<file path="src/rtl/mem_stage_pkg.sv">
`default_nettype none
// ============================================================================
// Module  : mem_stage_pkg
// Brief   : Shared encodings for the TinyCPU MEM stage: mem2wb bus layout,
//           memory-op and access-size codes, MEM FSM state codes.
// Revision: 1.0 - initial release
// ============================================================================
package mem_stage_pkg;

  // Default datapath geometry; the bus layout below assumes these values.
  localparam int unsigned c_XLEN   = 32;
  localparam int unsigned c_REG_AW = 5;

  // mem2wb bus: {pc[XLEN], rf_we, rd[REG_AW], wdata[XLEN]}, MSB first.
  localparam int unsigned MEM2WB_BUS_SIZE = 2 * c_XLEN + c_REG_AW + 1;
  localparam int unsigned c_BUS_WDATA_LSB = 0;
  localparam int unsigned c_BUS_RD_LSB    = c_XLEN;
  localparam int unsigned c_BUS_WE_BIT    = c_XLEN + c_REG_AW;
  localparam int unsigned c_BUS_PC_LSB    = c_XLEN + c_REG_AW + 1;

  // Memory operation codes; code 3 is reserved and behaves as no-op.
  localparam logic [1:0] c_MEM_NONE  = 2'd0;
  localparam logic [1:0] c_MEM_LOAD  = 2'd1;
  localparam logic [1:0] c_MEM_STORE = 2'd2;

  // Access sizes; code 3 is handled as a word access.
  localparam logic [1:0] c_SZ_B = 2'd0;
  localparam logic [1:0] c_SZ_H = 2'd1;
  localparam logic [1:0] c_SZ_W = 2'd2;

  // MEM FSM states.
  localparam logic [1:0] c_S_IDLE = 2'd0;
  localparam logic [1:0] c_S_REQ  = 2'd1;
  localparam logic [1:0] c_S_WAIT = 2'd2;
  localparam logic [1:0] c_S_DONE = 2'd3;

  // True for the two op codes that touch the data port.
  function automatic logic is_mem_op(input logic [1:0] op);
    return (op == c_MEM_LOAD) || (op == c_MEM_STORE);
  endfunction

endpackage
`default_nettype wire

</file>
<file path="src/rtl/mem_lsu_align.sv">
`default_nettype none
// ============================================================================
// Module  : mem_lsu_align
// Brief   : Combinational lane logic for the data port: byte strobes, store
//           data replication, load byte/half extraction and extension.
// Revision: 1.0 - initial release
// ============================================================================
module mem_lsu_align
  import mem_stage_pkg::*;
#(
  parameter int unsigned XLEN = 32
) (
  input  logic [1:0]      i_mem_op,
  input  logic [1:0]      i_mem_size,
  input  logic            i_mem_signed,
  input  logic [1:0]      i_off,
  input  logic [XLEN-1:0] i_st_data,
  input  logic [XLEN-1:0] i_rdata,
  output logic [3:0]      o_wstrb,
  output logic [XLEN-1:0] o_wdata,
  output logic [XLEN-1:0] o_ldata
);

  logic [7:0]  w_byte;
  logic [15:0] w_half;
  logic        w_byte_fill;
  logic        w_half_fill;

  // Byte strobes: only stores enable lanes; accesses are naturally aligned.
  always_comb begin
    o_wstrb = 4'b0000;
    if (i_mem_op == c_MEM_STORE) begin
      case (i_mem_size)
        c_SZ_B:  o_wstrb = 4'b0001 << i_off;
        c_SZ_H:  o_wstrb = 4'b0011 << i_off;
        default: o_wstrb = 4'b1111;
      endcase
    end
  end

  // Replicate the LSB-aligned store data across every lane it could target.
  always_comb begin
    case (i_mem_size)
      c_SZ_B:  o_wdata = {(XLEN/8){i_st_data[7:0]}};
      c_SZ_H:  o_wdata = {(XLEN/16){i_st_data[15:0]}};
      default: o_wdata = i_st_data;
    endcase
  end

  // Pick the addressed lane out of the read word and sign/zero-extend it.
  always_comb begin
    w_byte      = i_rdata[{i_off, 3'b000} +: 8];
    w_half      = i_rdata[{i_off[1], 4'b0000} +: 16];
    w_byte_fill = i_mem_signed & w_byte[7];
    w_half_fill = i_mem_signed & w_half[15];
    case (i_mem_size)
      c_SZ_B:  o_ldata = {{(XLEN-8){w_byte_fill}}, w_byte};
      c_SZ_H:  o_ldata = {{(XLEN-16){w_half_fill}}, w_half};
      default: o_ldata = i_rdata;
    endcase
  end

endmodule
`default_nettype wire

</file>
<file path="src/rtl/mem_stage.sv">
`default_nettype none
// ============================================================================
// Module  : mem_stage
// Brief   : TinyCPU MEM pipeline stage. Issues loads/stores on an SRAM-like
//           req/addr_ok/data_ok port, extends load data and holds the result
//           on the mem2wb bus until WB accepts it.
// Revision: 1.0 - initial release
// ============================================================================
module mem_stage
  import mem_stage_pkg::*;
#(
  parameter int unsigned XLEN   = 32,
  parameter int unsigned REG_AW = 5
) (
  input  logic                   clk_i,
  input  logic                   rst_ni,
  input  logic                   ctl_mem_valid_i,
  output logic                   ctl_mem_allow_in_o,
  output logic                   ctl_mem_over_o,
  input  logic                   ctl_wb_allow_in_i,
  input  logic [XLEN-1:0]        pc_i,
  input  logic [1:0]             mem_op_i,
  input  logic [1:0]             mem_size_i,
  input  logic                   mem_signed_i,
  input  logic [XLEN-1:0]        alu_res_i,
  input  logic [XLEN-1:0]        st_data_i,
  input  logic [REG_AW-1:0]      rd_i,
  input  logic                   rf_we_i,
  output logic                   data_req_o,
  output logic                   data_wr_o,
  output logic [3:0]             data_wstrb_o,
  output logic [XLEN-1:0]        data_addr_o,
  output logic [XLEN-1:0]        data_wdata_o,
  input  logic                   data_addr_ok_i,
  input  logic [XLEN-1:0]        data_rdata_i,
  input  logic                   data_data_ok_i,
  output logic [2*XLEN+REG_AW:0] mem2wb_bus_o
);

  logic [1:0]      r_state;
  logic [1:0]      w_next;
  logic [XLEN-1:0] r_result;

  logic            w_mem;
  logic            w_is_load;
  logic            w_is_store;
  logic            w_req;
  logic            w_over;
  logic            w_rf_we;
  logic [XLEN-1:0] w_wb_data;
  logic [3:0]      w_wstrb;
  logic [XLEN-1:0] w_wdata_rep;
  logic [XLEN-1:0] w_ldata;

  assign w_mem      = ctl_mem_valid_i && is_mem_op(mem_op_i);
  assign w_is_load  = (mem_op_i == c_MEM_LOAD);
  assign w_is_store = (mem_op_i == c_MEM_STORE);

  mem_lsu_align #(
    .XLEN(XLEN)
  ) u_align (
    .i_mem_op     (mem_op_i),
    .i_mem_size   (mem_size_i),
    .i_mem_signed (mem_signed_i),
    .i_off        (alu_res_i[1:0]),
    .i_st_data    (st_data_i),
    .i_rdata      (data_rdata_i),
    .o_wstrb      (w_wstrb),
    .o_wdata      (w_wdata_rep),
    .o_ldata      (w_ldata)
  );

  // State register.
  always_ff @(posedge clk_i or negedge rst_ni) begin
    if (!rst_ni) begin
      r_state <= c_S_IDLE;
    end else begin
      r_state <= w_next;
    end
  end

  // Result register: captures the writeback value when the response lands.
  always_ff @(posedge clk_i or negedge rst_ni) begin
    if (!rst_ni) begin
      r_result <= '0;
    end else if ((r_state == c_S_WAIT) && data_data_ok_i) begin
      r_result <= w_is_load ? w_ldata : alu_res_i;
    end
  end

  // Next-state logic; responses outside WAIT are stale and ignored.
  always_comb begin
    w_next = r_state;
    case (r_state)
      c_S_IDLE: begin
        if (w_mem && data_addr_ok_i) begin
          w_next = c_S_WAIT;
        end else if (w_mem) begin
          w_next = c_S_REQ;
        end
      end
      c_S_REQ: begin
        if (data_addr_ok_i) begin
          w_next = c_S_WAIT;
        end
      end
      c_S_WAIT: begin
        if (data_data_ok_i) begin
          w_next = c_S_DONE;
        end
      end
      default: begin
        if (ctl_wb_allow_in_i) begin
          w_next = c_S_IDLE;
        end
      end
    endcase
  end

  // Output decode; reset forces request/over low without waiting for a clock.
  always_comb begin
    w_req     = 1'b0;
    w_over    = 1'b0;
    w_wb_data = alu_res_i;
    case (r_state)
      c_S_IDLE: begin
        w_req  = w_mem;
        w_over = ctl_mem_valid_i && !w_mem;
      end
      c_S_REQ: begin
        w_req = 1'b1;
      end
      c_S_WAIT: begin
        w_req = 1'b0;
      end
      default: begin
        w_over    = 1'b1;
        w_wb_data = r_result;
      end
    endcase
    if (!rst_ni) begin
      w_req  = 1'b0;
      w_over = 1'b0;
    end
  end

  // Stores never write the register file.
  assign w_rf_we = rf_we_i && !w_is_store;

  assign data_req_o         = w_req;
  assign data_wr_o          = w_req && w_is_store;
  assign data_wstrb_o       = w_req ? w_wstrb : 4'b0000;
  assign data_addr_o        = w_req ? alu_res_i : '0;
  assign data_wdata_o       = w_req ? w_wdata_rep : '0;
  assign ctl_mem_over_o     = w_over;
  assign ctl_mem_allow_in_o = !rst_ni || !ctl_mem_valid_i || (w_over && ctl_wb_allow_in_i);
  assign mem2wb_bus_o       = w_over ? {pc_i, w_rf_we, rd_i, w_wb_data} : '0;

endmodule
`default_nettype wire

</file>
<file path="config.mk">
export PLATFORM = sky130hd
export DESIGN_NAME = mem_stage
export DESIGN_NICKNAME = d
export VERILOG_FILES = /design/src/rtl/mem_stage_pkg.sv /design/src/rtl/mem_lsu_align.sv /design/src/rtl/mem_stage.sv
export SDC_FILE = /design/constraint.sdc
export NUM_CORES = 1
export LEC_CHECK = 0
export CORE_MARGIN = 5
export CORE_UTILIZATION = 38
export DETAILED_ROUTE_END_ITERATION = 16
export PLACE_DENSITY = 0.89
export SYNTH_ARGS = -nofsm -noshare
export SYNTH_HDL_FRONTEND = slang
export SYNTH_SLANG_ARGS = --single-unit
</file>
<file path="constraint.sdc">
create_clock -name clk_i -period 5.6 [get_ports clk_i]
set_clock_uncertainty 0.15 [all_clocks]
set_input_delay 0.56 -clock clk_i [delete_from_list [all_inputs] [get_ports clk_i]]
set_output_delay 0.56 -clock clk_i [all_outputs]
set_load 0.1 [all_outputs]
</file>
==> results.yml <==
worst_setup_path:
  path_class: "in -> out"
  crit_arrival_ps: 3430
  crit_required_ps: 4890
  crit_path_start_kind: "input port"
  cp-end-kind: "output port"
  crit_fanout: 42
sta:
  maxSlewViolCount: 0
  finalWorstSetupSlack_ps: 1460
  maxSlewHeadroom: 0.238
  setup_viol: 0
  hold_viol: 0
  worst_hold_slack_ps: 339
  period_minus_slack_ps: 4140
  worst_slew_pin_slew_ps: 1140
  tns_ps: 0
  fin_crit_sh: 0.740
  rsz0062_at_grt: "no"
  fmax_mhz: 241
logic_synthesis:
  ys_warn_count: 0
  synthTopCellsByCount: "79 x and2_1, 67 x nor2_1, 52 x nand2_1"
  synth.avg_cell_area_sq_um: 7.38
  syn_area_sq_um: 3870
  postSynth.asyncResetShare: 1.00
  syn-instance-count: 525
  synth_edf_count: 0
  synth_top_area_cell: "dfrtp_1"
  synth_most_common_cell: "and2_1"
  synth_top_area_frac: 0.220
  ys_seq_area_frac: 0.220
  synth-seq-cells: 34
  synth.distinct_cells: 51
  synth_fp_nets: 677
  ys.flop_type: "dfrtp_1"
  synthTopCellsByArea: "dfrtp_1 22%, mux2i_1 13%, and2_1 13%"
grt:
  grtUsageTotal: 0.261
  grt_pass1_wl_um: 26700
  antenna_found_initial: 0
  overflow: 0
  grt_max_degree: 43
  grt_pass1_vias: 4848
place:
  gp_congestion: 0.862
  dp_slack_ps: 1450
  place_area_sq_um: 6470
  place_hpwl_um: 13200
  io_buffers: 286
floorplanning:
  initial_core_util: 0.393
  floorplan.rows: 36
  die_area_sq_um: 12300
  die_h_um: 111
  die_x_um: 111
  io_pins: 287
  coreArea_sq_um: 9860
detailed_routing:
  drtIter0Drc: 374
  vias_per_cell: 5.36
  dr.pass1.iters: 4
  final_antenna_net_count: 0
  wl_per_cell_um: 18.6
  totalWireLength_um: 16900
  vias: 4870
  post-route-drc-count: 0
cts:
  cts_made_buffers: 5
  cts-htree-levels: 2
  clock-root-buffer: "clkbuf_8"
  postCtsSetupBuffers: 0
  clock_sinks: 34
  cts-resized-gates: 0
  clockBufferDepth: 2
  hold_buffers: 0
  cts_tree: "built"
  clkTransAtPathRegs_ps: 70
  clk-insertion-delay-late_ps: 280
final_layout:
  syn2layout_area_growth_pct: 69.1
  nNetsFinal: 928
  fillers: 829
  antenna_cells: 0
  drive_gt1_frac: 0.173
  final_cell_area_sq_um: 6550
power:
  leakage_nw: 2.76
  irDropWorstVdd_mv: 0.431
  p_per_area_nw_per_um2: 539
  power_mw: 3.53
min_path:
  hold_class: "in -> async"
run:
  maxCapViolCount: 0
outcome:
  status: "complete, no violations"
## layout by cell type (no fill, tap or decap), types with 2 or more instances in the layout
cell,netlist,routed
a22o_1,9,9
o21ai_0,31,31
a32o_1,6,6
a221oi_1,7,7
nand3_1,3,3
dfrtp_1,34,34
nor2b_1,3,3
ha_1,7,6
buf_2,17,2
a31oi_1,7,7
inv_1,8,8
clkdlybuf4s50_1,0,189
mux2i_1,51,51
nand2b_1,2,2
clkinv_2,0,2
a21oi_1,31,31
buf_4,1,100
nand2_1,52,52
and2_1,79,79
a21oi_2,11,11
inv_2,2,2
or3_1,31,31
clkbuf_8,0,5
a22oi_1,8,8
o211ai_1,4,4
nor2_1,67,67
## worst max-delay path, cell delays in order
cell	delay, ps
clkdlybuf4s50_1	480
inv_1	50
ha_1	290
and3b_1	220
o21ai_4	510
inv_1	640
o211ai_1	330
nor2_1	80
buf_4	260
## final timing paths
path | endpoint | cells after the start | slack [ps] | start
worst min register to register | r_result[0] | 2 | 390 | r_result[0]
max in group asynchronous | r_result[1] | 2 | 4620 | rst_ni
worst min-delay path | r_result[19] | 2 | 340 | rst_ni
worst max-delay path | data_wstrb_o[1] | 9 | 1460 | mem_op_i[0]
worst max register to register | r_result[30] | 7 | 2550 | r_state[0]
min in group clk_i | r_result[0] | 2 | 390 | r_result[0]
## cell type report
class	instances	area [sq um]	share of cell area
Clock inverter	2	10.0	0.00153
Tap cell	133	166	0.0254
Multi-Input combinational cell	434	2760	0.422
Sequential cell	34	851	0.130
Timing Repair Buffer	291	2650	0.405
Inverter	10	37.5	0.00573
Clock buffer	5	68.8	0.0105
## report_power, final
group,switching [mW],internal [mW]
Sequential,0.0709,0.367
Combinational,2.21,0.706
Clock,0.0920,0.0835
## stage by stage
step | std cells | utilization
6_report | 909 | 0.664
4_1_cts | 909 | 0.664
5_1_grt | 909 | 0.664
2_1_floorplan | 525 | -
3_3_place_gp | 902 | 0.656
3_5_place_dp | 902 | 0.656
## sequential cells by signal, indices dropped and copies added, names as in the netlist
name / cells
r_result: 32
r_state: 2
## routing by layer
layer	global-route usage	vias to the layer above	share of wire
met5	0	-	0
met4	0.0558	0	0.015
met3	0.0650	16	0.088
met2	0.471	251	0.51
met1	0.313	2277	0.39
li1	-	2326	-
## cells by family after synthesis
group,synth area share
adder cells (fa/ha/maj),0.0226
AND/OR/NAND/NOR,0.326
buffers and inverters,0.0675
flip-flops,0.220
multiplexers,0.141
AO/OA/AOI/OAI,0.224
Note: power is estimated with default switching activity, not from simulation.
